### config.mk
export PLATFORM = sky130hd
export DESIGN_NAME = conv_pool_quant_flat
export DESIGN_NICKNAME = d
export VERILOG_FILES = /design/src/rtl/conv_pool_quant_if.sv /design/src/rtl/conv_pool_quant.sv /design/src/flat_wrapper.sv
export SDC_FILE = /design/constraint.sdc
export NUM_CORES = 1
export LEC_CHECK = 0
export BUFFER_PORTS_ARGS = -buffer_cell sky130_fd_sc_hd__buf_2
export CORE_AREA = 8 8 148 150
export CTS_CLUSTER_SIZE = 24
export DETAILED_ROUTE_END_ITERATION = 8
export DIE_AREA = 0 0 156 158
export GPL_TIMING_DRIVEN = 0
export PLACE_DENSITY = 0.66
export SETUP_SLACK_MARGIN = 0.3
export SLEW_MARGIN = 15
export SYNTH_ARGS = -nofsm -noshare
export SYNTH_HDL_FRONTEND = slang
export SYNTH_SLANG_ARGS = --single-unit
### constraint.sdc
create_clock -name CLK -period 5.1 [get_ports CLK]
set_input_delay 1.02 -clock CLK [delete_from_list [all_inputs] [get_ports CLK]]
set_output_delay 1.02 -clock CLK [all_outputs]
set_load 0.01 [all_outputs]
### src/rtl/conv_pool_quant_if.sv
// Stream bundle for conv_pool_quant: unsigned 32-bit input beats in, 8-bit ready/valid results out.
interface conv_pool_quant_if;
  logic [31:0] IN_DATA;
  logic        IN_VALID;
  logic [4:0]  SHIFT;
  logic [7:0]  OUT_DATA;
  logic        OUT_VALID;
  logic        OUT_READY;

  modport master (output IN_DATA, IN_VALID, SHIFT, OUT_READY,
                  input  OUT_DATA, OUT_VALID);
  modport slave  (input  IN_DATA, IN_VALID, SHIFT, OUT_READY,
                  output OUT_DATA, OUT_VALID);
endinterface

### src/rtl/conv_pool_quant.sv
// 1-D max pool + 8-bit requantizer with an output FIFO; drops and flags data it cannot absorb.
// Define CONV_POOL_ROUND_EN for round-half-up requantization (default: truncating shift).
module conv_pool_quant #(
  parameter int unsigned FRAME_LEN = 88,
  parameter int unsigned POOL      = 2,
  parameter int unsigned DEPTH     = 8
) (
  input  logic               CLK,
  input  logic               RESET,
  conv_pool_quant_if.slave   bus,
  output logic               FRAME_DONE,
  output logic               OVERFLOW
);
  localparam int unsigned BW = $clog2(FRAME_LEN + 1);
  localparam int unsigned WW = $clog2(POOL + 1);
  localparam int unsigned AW = $clog2(DEPTH);
  localparam int unsigned CW = $clog2(DEPTH + 1);

  typedef enum logic [1:0] {IDLE, RUN, DRAIN, DONE} state_t;
  state_t state, state_nxt;

  logic [BW-1:0] beat_cnt;
  logic [WW-1:0] win_cnt;
  logic [31:0]   win_max;
  logic [4:0]    shift_lat;
  logic          pend_valid;
  logic [7:0]    pend_q;
  logic [7:0]    mem [DEPTH];
  logic [AW-1:0] wr_ptr, rd_ptr;
  logic [CW-1:0] fifo_cnt;
  logic [7:0]    last_q;

  logic          accept, last_beat, win_close, fifo_full, rd, wr;
  logic [BW-1:0] beat_num;
  logic [31:0]   pooled;
  logic [4:0]    eff_shift;

  function automatic logic [7:0] requant(input logic [31:0] v, input logic [4:0] s);
    logic [32:0] t;
    t = {1'b0, v};
`ifdef CONV_POOL_ROUND_EN
    if (s != 5'd0) t = t + (33'd1 << (s - 5'd1));
`endif
    t = t >> s;
    return (t > 33'd255) ? 8'hFF : t[7:0];
  endfunction

  always_comb begin
    accept    = bus.IN_VALID && (state == IDLE || state == RUN);
    beat_num  = (state == IDLE) ? BW'(1) : beat_cnt + BW'(1);
    last_beat = accept && (beat_num == BW'(FRAME_LEN));
    win_close = accept && ((win_cnt + WW'(1) == WW'(POOL)) || last_beat);
    pooled    = (win_cnt == '0 || bus.IN_DATA > win_max) ? bus.IN_DATA : win_max;
    // first beat of a frame may also close a window (POOL=1), so use the live SHIFT there
    eff_shift = (state == IDLE) ? bus.SHIFT : shift_lat;
    fifo_full = (fifo_cnt == CW'(DEPTH));
    rd        = (fifo_cnt != '0) && bus.OUT_READY;
    wr        = pend_valid && (!fifo_full || rd);
  end

  always_ff @(posedge CLK) begin
    if (RESET) state <= IDLE;
    else       state <= state_nxt;
  end

  always_comb begin
    state_nxt = state;
    unique case (state)
      IDLE, RUN: if (last_beat) state_nxt = DRAIN;
                 else if (accept) state_nxt = RUN;
      DRAIN:     if (fifo_cnt == '0 && !pend_valid) state_nxt = DONE;
      DONE:      state_nxt = IDLE;
      default:   state_nxt = IDLE;
    endcase
  end

  always_comb begin
    FRAME_DONE    = (state == DONE);
    bus.OUT_VALID = (fifo_cnt != '0);
    bus.OUT_DATA  = (fifo_cnt != '0) ? mem[rd_ptr] : last_q;
  end

  always_ff @(posedge CLK) begin
    if (RESET) begin
      beat_cnt   <= '0;
      win_cnt    <= '0;
      win_max    <= '0;
      shift_lat  <= '0;
      pend_valid <= 1'b0;
      pend_q     <= '0;
      wr_ptr     <= '0;
      rd_ptr     <= '0;
      fifo_cnt   <= '0;
      last_q     <= '0;
      OVERFLOW   <= 1'b0;
    end else begin
      if (accept) begin
        beat_cnt <= last_beat ? '0 : beat_num;
        win_cnt  <= win_close ? '0 : win_cnt + WW'(1);
        win_max  <= pooled;
        if (state == IDLE) shift_lat <= bus.SHIFT;
      end
      pend_valid <= win_close;
      pend_q     <= requant(pooled, eff_shift);
      if ((bus.IN_VALID && !accept) || (pend_valid && !wr)) OVERFLOW <= 1'b1;
      if (wr) wr_ptr <= wr_ptr + AW'(1);
      if (rd) begin
        rd_ptr <= rd_ptr + AW'(1);
        last_q <= mem[rd_ptr];
      end
      fifo_cnt <= fifo_cnt + CW'(wr) - CW'(rd);
    end
  end

  always_ff @(posedge CLK) begin
    if (wr) mem[wr_ptr] <= pend_q;
  end
endmodule

### src/flat_wrapper.sv
// flat-port wrapper written by rule: the top's interface ports become plain ports
module conv_pool_quant_flat 
#(
  parameter int unsigned FRAME_LEN = 88,
  parameter int unsigned POOL      = 2,
  parameter int unsigned DEPTH     = 8
)
  (CLK, RESET, FRAME_DONE, OVERFLOW, bus_IN_DATA, bus_IN_VALID, bus_SHIFT, bus_OUT_READY, bus_OUT_DATA, bus_OUT_VALID);
  conv_pool_quant_if bus_i ();
  input  logic CLK;
  input  logic RESET;
  output logic FRAME_DONE;
  output logic OVERFLOW;
  input wire logic [$bits(bus_i.IN_DATA)-1:0] bus_IN_DATA;
  input wire logic [$bits(bus_i.IN_VALID)-1:0] bus_IN_VALID;
  input wire logic [$bits(bus_i.SHIFT)-1:0] bus_SHIFT;
  input wire logic [$bits(bus_i.OUT_READY)-1:0] bus_OUT_READY;
  output wire logic [$bits(bus_i.OUT_DATA)-1:0] bus_OUT_DATA;
  output wire logic [$bits(bus_i.OUT_VALID)-1:0] bus_OUT_VALID;
  assign bus_i.IN_DATA = bus_IN_DATA;
  assign bus_i.IN_VALID = bus_IN_VALID;
  assign bus_i.SHIFT = bus_SHIFT;
  assign bus_i.OUT_READY = bus_OUT_READY;
  assign bus_OUT_DATA = bus_i.OUT_DATA;
  assign bus_OUT_VALID = bus_i.OUT_VALID;
  conv_pool_quant #(.FRAME_LEN(FRAME_LEN), .POOL(POOL), .DEPTH(DEPTH)) u_core (.CLK(CLK), .RESET(RESET), .bus(bus_i), .FRAME_DONE(FRAME_DONE), .OVERFLOW(OVERFLOW));
endmodule
==> flow_metrics.tcl, run 1 <==
set metrics [dict create \
    synth_top_area_frac 0.2008 \
    startpoint_type "input port" \
    max-slew-margin-rel 0.3790 \
    gr-total-overflow 0 \
    routed_wl_um 30880 \
    layout_common_cells "nand2_1, a21oi_1, nor2_1" \
    stdcell_count 1420 \
    track_usage 0.2550 \
    end_kind "flop" \
    cts_tree "done" \
    die-area_um2 24650 \
    detailed_place_hpwl_um 22830 \
    maxSlewViolCount 0 \
    synth_seq_cells 143 \
    cts-root-buf "clkbuf_16" \
    synth_edf_count 64 \
    dpl_worst_slack_ps -608.4 \
    status "complete, no violations" \
    core_um2 19710 \
    synth.area.top_cells "edfxtp_1, dfxtp_1, mux4_2" \
    wl_per_cell_um 21.74 \
    yosysTopAreaCell "edfxtp_1" \
    placed_cells 1379 \
    regToRegSetupSlack_ps 410 \
    post-route-period-util 0.9389 \
    yosys-mux-area-fraction 0.1287 \
    setup_viol 0 \
    drive_gt1_frac 0.1678 \
    final.min_clock_period_ps 4789 \
    fin_worst_skew_ps 11.68 \
    gp_congestion 0.9786 \
    criticalPathCategory "in -> reg" \
    async_flop_share 0 \
    dr_total_vias 8957 \
    max_freq_mhz 208.8 \
    syn-num-nets 1143 \
    setup_slack_ps 311.5 \
    antennaDiodeCount 0 \
    drtIter0Drc 938 \
    postLayoutCellArea_um2 10980 \
    chipHeight_um 158 \
    cap_violations 0 \
    h-tree-depth 4 \
    synthesis.instances 1058 \
    grt_max_degree 19 \
    holdPathStages 2 \
    worstMarginPinSlew_ps 905.6 \
    cts.sinks 143 \
    rsz0062_at_grt "no" \
    synth_top_family_by_area "compound AO/OA/AOI/OAI gates" \
    crit_fanout 10 \
    cts_made_buffers 17 \
    syn_area_per_cell_um2 9.045 \
    pin_count 52 \
    rows 52 \
    fin_hold_ws_ps 457.8 \
    final_util 0.5569 \
    finalPower_mw 4.106 \
    p_leak_nw 4.086 \
    tns_ps 0 \
    finalHoldViolCount 0 \
    synth-adder-area-share 0.05832 \
    die_x_um 156 \
    worstRegToRegCells 13 \
    synth_xor_area_frac 0.007322 \
    viasPerCell 6.308 \
    synth_simple_gate_area_share 0.1620 \
    clockBufferDepth 2 \
    crit_arrival_ps 5130 \
    yosysSeqAreaShare 0.3661 \
    io_buffers 51 \
    required_ps 5440 \
    synth_area_um2 9569 \
    layout.nets 1222 \
    drtPass1Iterations 6 \
    grt_pass1_wl_um 48510 \
    power_density_nw_per_um2 374.0 \
    ant_nets 0 \
    synth_cell_types 89 \
    final_common_cell "nand2_1" \
    peakVddDrop_mv 0.2420 \
    synth_compound_area_frac 0.2212 \
    grt_pass1_vias 8757 \
    placed_area_um2 10170 \
    area_growth_pct 14.72 \
    synth_flop_cell "dfxtp_1" \
    clk_latency_ps 440 \
    clk_pin_slew_ps 70 \
    hold_path_class "reg -> reg" \
    drc 0 \
    ys.warnings.count 0 \
    antenna_found_initial 0 \
    start_util 0.4854 \
]
area by class of cell:
type | instances | area (um^2)
Inverter | 60 | 225.2
Multi-Input combinational cell | 784 | 5625
Fill cell | 1803 | 8736
Clock buffer | 17 | 425.4
Sequential cell | 143 | 3503
Clock inverter | 15 | 183.9
Tap cell | 270 | 337.8
Buffer | 71 | 316.6
Timing Repair Buffer | 60 | 360.3
repair_timing:
action,in CTS,in global routing
pin swaps,0,4
setup buffers,3,6
hold buffers,0,0
endpoints found under the setup margin,8,8
gates resized for setup,6,11
worst paths after layout:
path / endpoint / startpoint
max: u_core.pend_q[3] / bus_SHIFT[1]
min: u_core.win_max[25] / u_core.win_max[25]
max reg2reg: u_core.pend_q[3] / u_core.state[1]
min reg2reg: u_core.win_max[25] / u_core.win_max[25]
worst max-delay path, stage by stage:
cell      delay, ps
buf_2           100
nor3b_2         240
nor2_2          460
buf_2           410
clkbuf_1        500
buf_1           550
o311ai_2        250
o21ai_0         620
o22ai_1         150
a32oi_1         380
nor4_4           70
buf_4           180
a311oi_1        190
where the power goes:
part           internal (mW)  leakage, nW  switching, mW
combinational          0.580         2.56          0.908
clock                  0.668        0.298          0.596
sequential              1.29         1.23         0.0650
total                   2.54         4.09           1.57
cell usage after synthesis (6+ instances only):
master and instances:
buf_1 7, nor3_1 23, nand2b_1 8, a311oi_1 6
o21ai_0 43, o211ai_1 21, o21a_1 6, a21o_1 9
nand2_1 152, a31oi_1 11, a22oi_1 12, a211oi_1 28
ha_1 43, clkbuf_1 45, nand3_1 25, nor4_1 6
edfxtp_1 64, buf_2 14, inv_1 60, mux2i_1 44
nand4_1 7, o2111ai_1 6, a21oi_1 98, nor2_1 84
mux2_2 13, mux4_2 28, dfxtp_1 79
cell families (layout without fill, tap and decap cells):
| group | Yosys count | in the layout |
|---|---|---|
| xor gates and xnor gates | 8 | 8 |
| buffers and inverters | 131 | 223 |
| and+or+nand+nor | 339 | 339 |
| DFF | 143 | 143 |
| muxes | 86 | 86 |
| AOI/OAI and AO/OA | 307 | 307 |
| adders and majority gates | 44 | 44 |
metal layers:
| metal | up-vias | routed length (um) | GRT usage |
|---|---|---|---|
| met5 | - | 0 | 0 |
| met4 | 0 | 1512 | 0.1271 |
| met3 | 125 | 2514 | 0.04750 |
| met2 | 521 | 14260 | 0.4145 |
| met1 | 4193 | 12590 | 0.3205 |
| li1 | 4118 | - | - |
registers in the layout, summed over array words and instances, names as in the netlist, named ones only:
signal,count
u_core.OVERFLOW,1
u_core.win_max,32
u_core.wr_ptr,3
u_core.shift_lat,5
u_core.state,2
u_core.pend_q,8
u_core.rd_ptr,3
u_core.mem,64
u_core.win_cnt,2
u_core.pend_valid,1
u_core.last_q,8
u_core.beat_cnt,7
u_core.fifo_cnt,4
Note: power is estimated with default switching activity, not from simulation.
==> inputs of run 2 (changes only) <==
ABC_AREA = 1   (was default)
CORE_AREA = 8 8 143 145   (was 8 8 148 150)
DIE_AREA = 0 0 151 153   (was 0 0 156 158)
PLACE_DENSITY = 0.7   (was 0.66)
RECOVER_POWER = 25   (was default)
==> run 2 against run 1 <==
Global-route usage decreased by 3.7 points. Clock power about the same. Sequential power barely moved. Power shrank 6.4%. Critical path type unchanged. Critical endpoint unchanged. Largest cell class unchanged. Largest power group is now sequential cells.
==> flow_metrics.tcl, run 2 <==
set metrics [dict create \
    routed_wl_um 24720 \
    status "complete, no violations" \
    r2r-end "u_core.pend_q[3]" \
    path_buf_inv 3 \
    area_growth_pct 12.78 \
    cts_hold_buf 0 \
    synth_top_area_frac 0.2146 \
    cts_made_buffers 17 \
    finalHoldViolCount 0 \
    final.min_clock_period_ps 3598 \
    grt_pass1_wl_um 40310 \
    synthTopCellsByCount "nand2_1, nand3_1, inv_1, nor2_1, dfxtp_1" \
    cp_slowest_cell "ha_1" \
    hold_path_class "reg -> reg" \
    reg_top3 "u_core.mem: 64 flops, u_core.win_max: 32 flops" \
    syn_area_per_cell_um2 7.409 \
    max_freq_mhz 277.9 \
    setup_viol 0 \
    chipHeight_um 153 \
    layout_common_cells "nand2_1, nand3_1, inv_1" \
    async_flop_share 0 \
    start_util 0.4903 \
    postCtsSetupBuffers 0 \
    fin_worst_skew_ps 12.63 \
    top_register "u_core.mem" \
    wl_per_cell_um 16.20 \
    final_util 0.5530 \
    antenna_found_initial 0 \
    slowest_delay_ps 340 \
    max-slew-margin-rel 0.4624 \
    largest_reg_flops 64 \
    yosysTopAreaCell "edfxtp_1" \
    placed_area_um2 9505 \
    detailed_place_hpwl_um 18840 \
    stdcell_count 1526 \
    core_um2 18270 \
    criticalPathCategory "in -> reg" \
    ys.warnings.count 0 \
    post-route-period-util 0.7056 \
    crit_arrival_ps 3920 \
    viasPerCell 5.587 \
    cap_violations 0 \
    cts-root-buf "clkbuf_16" \
    antennaDiodeCount 0 \
    p_leak_nw 4.538 \
    io_buffers 51 \
    end_kind "flop" \
    drtIter0Drc 559 \
    cts.sinks 143 \
    synth_most_common_cell "nand2_1" \
    crit_fanout 10 \
    synth_seq_cells 143 \
    required_ps 5420 \
    synth.area.top_cells "edfxtp_1, dfxtp_1, nand2_1" \
    synth_cell_types 50 \
    peakVddDrop_mv 0.3499 \
    drive_gt1_frac 0.1153 \
    drc 0 \
    startpoint "bus_IN_DATA[23]" \
    track_usage 0.2183 \
    synthesis.instances 1209 \
    worstRegToRegCells 24 \
    crit_end "u_core.pend_q[3]" \
    synth_flop_cell "dfxtp_1" \
    grt_max_degree 17 \
    worstMarginPinSlew_ps 803.5 \
    ant_nets 0 \
    rsz0062_at_grt "no" \
    synth_edf_count 64 \
    clk_pin_slew_ps 60 \
    dr_total_vias 8526 \
    tns_ps 0 \
    regToRegSetupSlack_ps 1770 \
    r2r-start "u_core.win_max[27]" \
    cts_resized 0 \
    n_fill_cell 1739 \
    placed_cells 1494 \
    h-tree-depth 4 \
    power_density_nw_per_um2 380.6 \
    die_x_um 151 \
    syn-num-nets 1294 \
    die-area_um2 23100 \
    clk_latency_ps 430 \
    final_common_cell "nand2_1" \
    pin_count 52 \
    grt_pass1_vias 8311 \
    gp_congestion 0.9481 \
    maxSlewViolCount 0 \
    gr-total-overflow 0 \
    rows 50 \
    clockBufferDepth 2 \
    yosysSeqAreaShare 0.3911 \
    crit_family "simple AND/OR/NAND/NOR gates" \
    cpMostUsedCell "nand2_1" \
    finalPower_mw 3.845 \
    layout.nets 1364 \
    drtPass1Iterations 5 \
    postLayoutCellArea_um2 10100 \
    worstSetupPathDepth 24 \
    startpoint_type "input port" \
    synth_area_um2 8957 \
    cts_tree "done" \
    crit_chain "buf_2 -> ha_1 -> nand2_1 -> nor2_2 -> nand4_1 -> nor2_2 -> nand4_2 -> nand2_4 -> buf_4 -> nand3_1 -> nand2_1 -> nand2_1 -> nand3_1 -> nand3_1 -> nand2_1 -> nand2_1 -> nor2_1 -> nand2_1 -> a21oi_2 -> nand2_1 -> nand2_4 -> nand3_1 -> nand2_1 -> inv_1" \
]
-- run 2: cell types whose count changed after synthesis, sizes merged, moves of 28 or more --
cell   before  now
nand3      25  205
nand2     153  278
inv        60  140
o21ai      45   88
mux2i      45   10
a21oi      99   65
mux4       28    0
-- run 2: worst min path at each step --
stage	cells after the start	slack [ps]	startpoint	endpoint
finish	2	470	u_core.win_cnt[1]	u_core.win_cnt[1]
global route	2	480	u_core.win_cnt[1]	u_core.win_cnt[1]
CTS	2	470	u_core.win_cnt[1]	u_core.win_cnt[1]
detailed placement	2	460	u_core.rd_ptr[2]	u_core.rd_ptr[2]
global placement	2	450	u_core.rd_ptr[2]	u_core.rd_ptr[2]
floorplan	2	430	u_core.rd_ptr[2]	flop
-- run 2: final cells by class --
type / count / area (um^2) / area share
Multi-Input combinational cell: 861 / 4583 / 0.4537
Inverter: 142 / 538.0 / 0.05326
Timing Repair Buffer: 51 / 255.2 / 0.02527
Clock buffer: 19 / 442.9 / 0.04384
Sequential cell: 143 / 3503 / 0.3468
Tap cell: 234 / 292.8 / 0.02898
Clock inverter: 13 / 153.9 / 0.01523
Buffer: 63 / 332.8 / 0.03295
-- run 2: logic make-up after synthesis --
logic type                 Yosys count  share of synthesized area
adders and majority gates           44                    0.06230
buffers and inverters              205                    0.09722
DFF                                143                     0.3911
and+or+nand+nor                    595                     0.2974
AOI/OAI and AO/OA                  210                     0.1388
xor gates and xnor gates             2                   0.001956
muxes                               10                    0.01118
-- run 2: worst register-to-register path: stages, from the launching register on --
cell and delay (ps):
dfxtp_1 380, inv_1 80, ha_1 290, nand2_1 60, nor2_1 140, nand2_1 120
nor2_2 190, nand4_2 170, nand2_4 180, buf_4 210, nand3_1 90, nand2_1 150
nand2_1 100, nand3_1 100, nand3_1 80, nand2_1 120, nand2_1 60, nor2_1 100
nand2_1 80, a21oi_2 130, nand2_1 90, nand2_4 100, nand3_1 80, nand2_1 60
inv_1 40
-- run 2: report_power, final --
| part | switching (mW) | internal [mW] | total (mW) |
|---|---|---|---|
| clock | 0.518 | 0.745 | 1.26 |
| combinational | 0.807 | 0.414 | 1.22 |
| sequential | 0.0683 | 1.29 | 1.36 |
-- run 2: through the flow --
step	worst slack (ps)	hold slack (ps)
finish	1502	465.4
global route	1136	478.5
CTS	1496	467.5
detailed placement	1064	455.7
global placement	1108	448.7
floorplan	1790	433.4
-- run 2: layer usage --
metal  global-route usage  wire (um)  up-vias
met5                    0          0        -
met4              0.08487        670        0
met3              0.03838       1379       55
met2               0.3809      12230      276
met1               0.2590      10440     3957
li1                     -          -     4238
